$ cat src/rtl/atan_poly_arbiter.sv
// Shares one fixed-latency AtanPoly pipeline between NUM_REQ requesters, with a tag FIFO routing results back.
// Optional build macro ATAN_POLY_ARBITER_FIXED_PRIO_EN: fixed priority (requester 0 highest) instead of round-robin.
module atan_poly_arbiter #(
   parameter int unsigned NUM_REQ   = 4,
   parameter int unsigned IN_W      = 8,
   parameter int unsigned OUT_W     = 16,
   parameter int unsigned TAG_DEPTH = 8
) (
   input  logic                         clk,
   input  logic                         rst_n,
   input  logic [NUM_REQ-1:0]           req_val,
   input  logic [NUM_REQ*IN_W-1:0]      req_data,
   output logic [NUM_REQ-1:0]           req_rdy,
   output logic                         dp_val_o,
   output logic [IN_W-1:0]              dp_data_o,
   input  logic                         dp_val_i,
   input  logic [OUT_W-1:0]             dp_data_i,
   output logic [NUM_REQ-1:0]           rsp_val,
   output logic [OUT_W-1:0]             rsp_data,
   output logic [$clog2(TAG_DEPTH):0]   outstanding,
   output logic                         err_o
);

   localparam int unsigned PTR_W = (NUM_REQ > 1) ? $clog2(NUM_REQ) : 1;
   localparam int unsigned AW    = $clog2(TAG_DEPTH);
   localparam int unsigned CW    = AW + 1;

   logic [PTR_W-1:0] w_ptr;
   logic [PTR_W-1:0] w_idx;
   logic [PTR_W-1:0] w_sel;
   logic             w_hit;
   logic             w_full;
   logic             w_accept;
   logic             w_pop;
   logic [IN_W-1:0]  w_sample;

   logic             r_dp_val;
   logic [IN_W-1:0]  r_dp_data;
   logic [NUM_REQ-1:0] r_rsp_val;
   logic [OUT_W-1:0] r_rsp_data;
   logic [CW-1:0]    r_count;
   logic             r_err;
   logic [AW-1:0]    r_wr;
   logic [AW-1:0]    r_rd;
   logic [PTR_W-1:0] r_tags [TAG_DEPTH];

`ifdef ATAN_POLY_ARBITER_FIXED_PRIO_EN
   assign w_ptr = '0;
`else
   logic [PTR_W-1:0] r_ptr;

   // Round-robin pointer: start the next search just past the last winner
   always_ff @(posedge clk or negedge rst_n) begin
      if (!rst_n) begin
         r_ptr <= '0;
      end else if (w_accept) begin
         r_ptr <= PTR_W'((32'(w_sel) + 1) % NUM_REQ);
      end
   end

   assign w_ptr = r_ptr;
`endif

   // First valid requester at or after the pointer, modulo NUM_REQ
   always_comb begin
      w_hit = 1'b0;
      w_sel = '0;
      w_idx = '0;
      for (int unsigned i = 0; i < NUM_REQ; i++) begin
         w_idx = PTR_W'((32'(w_ptr) + i) % NUM_REQ);
         if (!w_hit && req_val[w_idx]) begin
            w_hit = 1'b1;
            w_sel = w_idx;
         end
      end
   end

   always_comb begin
      w_sample = '0;
      for (int unsigned k = 0; k < NUM_REQ; k++) begin
         if (PTR_W'(k) == w_sel) w_sample = req_data[k*IN_W +: IN_W];
      end
   end

   // Full uses the registered count only, so a full FIFO stalls a cycle even during a pop
   assign w_full   = (r_count == CW'(TAG_DEPTH));
   assign w_accept = w_hit && !w_full;
   assign w_pop    = dp_val_i && (r_count != '0);
   assign req_rdy  = w_accept ? (NUM_REQ'(1) << w_sel) : '0;

   always_ff @(posedge clk or negedge rst_n) begin
      if (!rst_n) begin
         r_dp_val   <= 1'b0;
         r_dp_data  <= '0;
         r_rsp_val  <= '0;
         r_rsp_data <= '0;
         r_count    <= '0;
         r_err      <= 1'b0;
         r_wr       <= '0;
         r_rd       <= '0;
         r_tags     <= '{default: '0};
      end else begin
         r_dp_val <= w_accept;
         if (w_accept) begin
            r_dp_data    <= w_sample;
            r_tags[r_wr] <= w_sel;
            r_wr         <= r_wr + AW'(1);
         end
         r_rsp_val <= '0;
         if (w_pop) begin
            r_rsp_val  <= NUM_REQ'(1) << r_tags[r_rd];
            r_rsp_data <= dp_data_i;
            r_rd       <= r_rd + AW'(1);
         end
         if (dp_val_i && (r_count == '0)) r_err <= 1'b1;
         case ({w_accept, w_pop})
            2'b10:   r_count <= r_count + CW'(1);
            2'b01:   r_count <= r_count - CW'(1);
            default: r_count <= r_count;
         endcase
      end
   end

   assign dp_val_o    = r_dp_val;
   assign dp_data_o   = r_dp_data;
   assign rsp_val     = r_rsp_val;
   assign rsp_data    = r_rsp_data;
   assign outstanding = r_count;
   assign err_o       = r_err;

endmodule

$ cat config.mk
export PLATFORM = sky130hd
export DESIGN_NAME = atan_poly_arbiter
export DESIGN_NICKNAME = d
export VERILOG_FILES = /design/src/rtl/atan_poly_arbiter.sv
export SDC_FILE = /design/constraint.sdc
export NUM_CORES = 1
export LEC_CHECK = 0
export CAP_MARGIN = 20
export CELL_PAD_IN_SITES_DETAIL_PLACEMENT = 1
export CELL_PAD_IN_SITES_GLOBAL_PLACEMENT = 1
export CORE_ASPECT_RATIO = 1.2
export CORE_MARGIN = 2
export CORE_UTILIZATION = 30
export CTS_BUF_LIST = sky130_fd_sc_hd__clkbuf_16
export CTS_CLUSTER_DIAMETER = 60
export DETAILED_ROUTE_END_ITERATION = 16
export PLACE_DENSITY = 0.74
export REMOVE_ABC_BUFFERS = 1
export SYNTH_ARGS = -nofsm -noshare
export SYNTH_HDL_FRONTEND = slang
export SYNTH_SLANG_ARGS = --single-unit
$ cat constraint.sdc
create_clock -name clk -period 6.74 [get_ports clk]
set_input_delay 1.011 -clock clk [delete_from_list [all_inputs] [get_ports clk]]
set_output_delay 1.011 -clock clk [all_outputs]
set_load 0.03 [all_outputs]
# Yosys cells after proc, flatten, opt, wreduce, memory -nomap -nowiden
# Cells that the tools add are included.
[totals]
ff_bits = 58
output_inout_bits = 38
in_bits = 55
[classes]
reduce_logical = 15
magnitude_cmp = 7
addsub = 8
n_mux = 29
n_shift = 2
bitwise_logic = 2
eq_ne = 6
[ops]
columns = ["cell", "count"]
rows = [
  ["$mux W8", 4],
  ["$bwmux W16", 1],
  ["$mux W2", 7],
  ["$lt A2 B3 Y1 const B", 4],
  ["$bmux W1 S2", 4],
  ["$ge A4 B4 Y1 const B", 2],
  ["$mux W1", 8],
  ["$mux W4", 2],
  ["$not A3 Y4", 2],
  ["$pmux W4 S2", 1],
  ["$shl A1 B2 Y4 const A", 2],
  ["$logic_and A1 B1 Y1", 7],
  ["$add A3 B1 Y3 const B", 2],
  ["$bmux W2 S3", 1],
  ["$demux W2 S3", 1],
  ["$add A2 B1 Y2 const B", 2],
  ["$add A2 B2 Y2 const B", 2],
  ["$add A4 B1 Y4 const B", 1],
  ["$eq A2 B2 Y1 const A", 2],
  ["$eq A4 B4 Y1 const B", 1],
  ["$logic_not A1 Y1", 4],
  ["$logic_not A4 Y1", 1],
  ["$lt A4 B1 Y1 const B", 1],
  ["$reduce_bool A4 Y1", 1],
  ["6 further kinds", 6],
]

# Depth between registers and ports, before layout
[logic_depth]
depth_word = 17
mapped_depth = 12

# Least setup slack after synthesis
# Ideal clock, no wire load.
[synth_timing]
kind = "input port to output port"
from = "in req_val[1]"
to = "out req_rdy[3]"
required_time_ps = 5729
t_arrival_ps = 2807
n_path_buf = 2
setup_slack_ps = 2922
path_stages = 7
path_cell_list = "nand2b_1 a21oi_1 nor4_2 ha_1 buf_1 clkbuf_1 and2_1"
[synth_between]
elab_chain_len = 14
[synth_rtl]
columns = ["item", "line_no", "rtl"]
rows = [
  ["from (decl)", "11", "input logic [NUM_REQ-1:0] req_val,"],
  ["$bmux W1 S2", "71", "if (!w_hit && req_val[w_idx]) begin"],
  ["$mux W1 (not written as such)", "71", ""],
  ["$mux W1", "71", ""],
  ["$logic_not A1 Y1", "71", ""],
  ["$logic_and A1 B1 Y1", "71", ""],
  ["$mux W1", "71", ""],
  ["$logic_not A1 Y1", "71", ""],
  ["$logic_and A1 B1 Y1", "71", ""],
  ["$mux W1", "71", ""],
  ["$logic_not A1 Y1", "71", ""],
  ["$logic_and A1 B1 Y1", "71", ""],
  ["$mux W2 (*)", "71", ""],
  ["net w_sel[0]", "30", "logic [PTR_W-1:0] w_sel;"],
  ["$shl A1 B2 Y4 (*)", "89", "assign req_rdy = w_accept ? (NUM_REQ'(1) << w_sel) : '0;"],
  ["$mux W4 (*)", "89", ""],
  ["to (decl)", "13", "output logic [NUM_REQ-1:0] req_rdy,"],
]
# The timed path passes the listed nets; every way through them passes the cells marked *. The select of a mux whose other input is x is not followed.

# Final worst setup path
[layout_timing]
from = "in req_val[1]"
to = "out req_rdy[2]"
# Same word-level chain as after synthesis.

==> results.tsv <==
stage	metric	value	unit
cells_and_area	finalNetCount	437	
placed_design	hpwlAfterDp	5750	µm
clocking	clock-sinks	58	
yosys	synthArstFlopShare	1.00	
sta	worst_pin_slew	1.05	ns
cells_and_area	mostFrequentLayoutCell	clkdlybuf4s50_1	
route	firstDrtPassIters	5	
yosys	synthAdderAreaFrac	0.0380	
power	leakage	0.00191	µW
sta	fin_crit_sh	0.765	
yosys	synth_xor_area_frac	0.0266	
placed_design	pre_cts_ws	1.64	ns
sta	finalWorstSetupSlack	1.58	ns
floorplanning	initial_core_util	0.310	
worst_setup_path	crit_path_top_delay_cell	nor4_2	
floorplanning	dieArea	0.0107	mm²
clocking	post-cts-setup-buffer-count	0	
yosys	synthMuxAreaShare	0.104	
route	vias_per_cell	4.86	
yosys	synth-edff-count	0	
grt	antenna_found_initial	0	
placed_design	io_buffers	92	
worst_setup_path	cp_common_cell	clkdlybuf4s50_1	
worst_setup_path	worstSetupPathType	in2out	
yosys	ys_ff_latch	58	
sta	fin_crit	5.16	ns
clocking	cts-htree-levels	3	
clocking	cts_hold_buffers	0	
worst_setup_path	crit_path_max_fanout	17	
placed_design	place_area	0.00398	mm²
placed_design	gp_congestion	0.794	
grt	grt_pass1_vias	2610	
cells_and_area	area.sequential	0.00145	mm²
clocking	tritoncts	done	
cells_and_area	fillers	1098	
clocking	clk_pin_slew	0.05	ns
route	drt_iter0_drc	96	
worst_setup_path	endpoint_kind	output port	
power	pwr_density_cell	490	mW/mm²
sta	tns	0	ns
yosys	synth_cell_type_count	41	
yosys	ys.flop_type	dfrtp_1	
worst_setup_path	rr_startpoint	outstanding[0]$_DFFE_PN0P_	
yosys	netlist_area	0.00297	mm²
sta	rsz0062_at_grt	no	
grt	grt-busiest-layer	met2	
cells_and_area	multiInputGateArea	0.00138	mm²
floorplanning	die_y	113	µm
grt	grt-ovfl-total	0	
cells_and_area	fin_area	0.00429	mm²
sta	hold_slack	0.467	ns
floorplanning	io_pins	93	
route	drtAntennaViolNets	0	
yosys	ys.warnings.count	0	
clocking	post_cts_resized	0	
clocking	clock_latency	0.32	ns
outcome	status	completed	
grt	grtUsageMet3	0.0340	
sta	setup_viol	0	
yosys	synth_compound_gate_area_share	0.109	
route	drc	0	
cells_and_area	synthToLayoutAreaGrowth	44.7	%
route	drt_wl_total	8150	µm
yosys	postSynthCellCount	284	
worst_setup_path	worstPathCellList	clkdlybuf4s50_1 > nand2b_1 > a21oi_1 > nor4_2 > inv_1 > ha_1 > and2_1 > clkdlybuf4s50_1	
run	max_cap_violations	0	
sta	hold_viol	0	
worst_setup_path	worst_path_largest_cell_delay	0.90	ns
sta	fmax	194	MHz
clocking	numCtsBuffers	9	
grt	grtUsageTotal	0.161	
route	vias	2437	
sta	maxSlewHeadroom	0.295	
min_path	min-delay-path-class	reg2reg	
clocking	cts_root_buf	clkbuf_16	
worst_setup_path	r2r.worst_path.cells	10	
yosys	yosys.area.top_type	dfrtp_1	
cells_and_area	final_util	0.449	
sta	clock-skew-final	0.00605	ns
grt	grt_max_degree	59	
floorplanning	die_w	94.8	µm
yosys	avgSynthCellArea	10.4	µm²
power	power.ir.vdd_worst	0.000140	V
route	wl_per_cell	16.3	µm
grt	use_met2	0.284	
clocking	clock_path_buffers	2	
yosys	synth_simple_gate_area_frac	0.187	
cells_and_area	drive_gt1_frac	0.130	
worst_setup_path	critical_path.endpoint	req_rdy[2]	
worst_setup_path	reg2reg_slack	3.51	ns
yosys	synth_top_family_by_area	simple AND/OR/NAND/NOR gates	
worst_setup_path	critPathRequiredTime	5.73	ns
worst_setup_path	crit_start	req_val[1]	
worst_setup_path	cp-start-kind	input pin	
yosys	synth_top_area_share	0.489	
cells_and_area	layout_common_cells	91 x clkdlybuf4s50_1, 63 x nand2_1, 58 x dfrtp_1	
sta	finalMaxSlewViolations	0	
worst_setup_path	crit_arrival	4.14	ns
floorplanning	placementRows	39	
floorplanning	core	0.00956	mm²
yosys	ys_top_cells_by_area	dfrtp_1 49%, nand2_1 8.0%, mux2_2 6.8%	
cells_and_area	antenna_cells	0	
yosys	seq_area_frac_synth	0.489	
grt	grtUsageMet1	0.190	
grt	grt_pass1_wl	13200	µm
worst_setup_path	r2r_end	outstanding[2]$_DFFE_PN0P_	
## routing by layer
| layer | wire length [µm] | vias up |
|---|---|---|
| li1 | - | 1156 |
| met2 | 4500 | 33 |
| met1 | 3340 | 1240 |
| met5 | 0 | - |
| met4 | 104 | 0 |
| met3 | 203 | 8 |
## synthesized netlist by cell type (2+ instances only)
cell type	instances
nand2_1	63
dfrtp_1	58
a21oi_1	22
mux2_2	18
nor2_1	13
inv_1	12
ha_1	9
a211o_1	8
a221oi_1	8
clkbuf_1	8
mux2i_1	6
xnor2_1	6
buf_2	5
and2_1	4
buf_1	3
nand3b_1	3
nor3_1	3
nor4_2	3
nor4b_4	3
xor2_1	3
and4b_1	2
mux4_2	2
nand2b_1	2
nand4_1	2
nor3b_1	2
## sequential cells by signal, indices dropped and copies added, names as in the netlist
register / flops
r_tags: 16
rsp_data: 16
dp_data_o: 8
outstanding: 4
rsp_val: 4
r_rd: 3
r_wr: 3
r_ptr: 2
dp_val_o: 1
err_o: 1
## power breakdown
group / total [µW] / leakage [µW] / internal (µW) / switching [µW]
sequential: 665 / 0.000698 / 499 / 166
combinational: 965 / 0.00105 / 460 / 505
clock: 472 / 0.000154 / 319 / 153
total: 2100 / 0.00191 / 1280 / 825
## cells by family after synthesis
| group | Yosys count |
|---|---|
| AO/OA/AOI/OAI | 45 |
| flip-flops | 58 |
| adder cells (fa/ha/maj) | 9 |
| XOR/XNOR | 9 |
| multiplexers | 26 |
| buffers and inverters | 32 |
| AND/OR/NAND/NOR | 105 |
## worst min path at each step
| stage | start | to | slack (ns) | cells after the start |
|---|---|---|---|---|
| 2_1_floorplan | r_tags[0]$_DFFE_PN0P_ | r_tags[0]$_DFFE_PN0P_ | 0.47 | 1 |
| 3_3_place_gp | err_o$_DFFE_PN0P_ | err_o$_DFFE_PN0P_ | 0.45 | 1 |
| 3_5_place_dp | err_o$_DFFE_PN0P_ | err_o$_DFFE_PN0P_ | 0.46 | 1 |
| 4_1_cts | err_o$_DFFE_PN0P_ | err_o$_DFFE_PN0P_ | 0.47 | 1 |
| 5_1_grt | err_o$_DFFE_PN0P_ | err_o$_DFFE_PN0P_ | 0.49 | 1 |
| 6_report | err_o$_DFFE_PN0P_ | err_o$_DFFE_PN0P_ | 0.47 | 1 |
## per-stage QoR
stage	cells	power, µW
floorplan	266	1270
global placement	485	1600
detailed placement	485	1630
CTS	501	2130
global route	501	2240
finish	501	2100
## layout make-up
type	count	area share
clock buffer	9	0.0525
sequential	58	0.338
multi-input combinational	194	0.321
tap	123	0.0359
clock inverter	7	0.0198
inverter	14	0.0122
timing repair buffer	96	0.220
## critical path, delay by kind of cell
kind | cells | cell delay (ns)
adder cells (fa/ha/maj) | 1 | 0.45
buffers and inverters | 3 | 1.31
AO/OA/AOI/OAI | 1 | 0.09
AND/OR/NAND/NOR | 3 | 1.26
No activity file was read; power rests on OpenSTA's default activity.
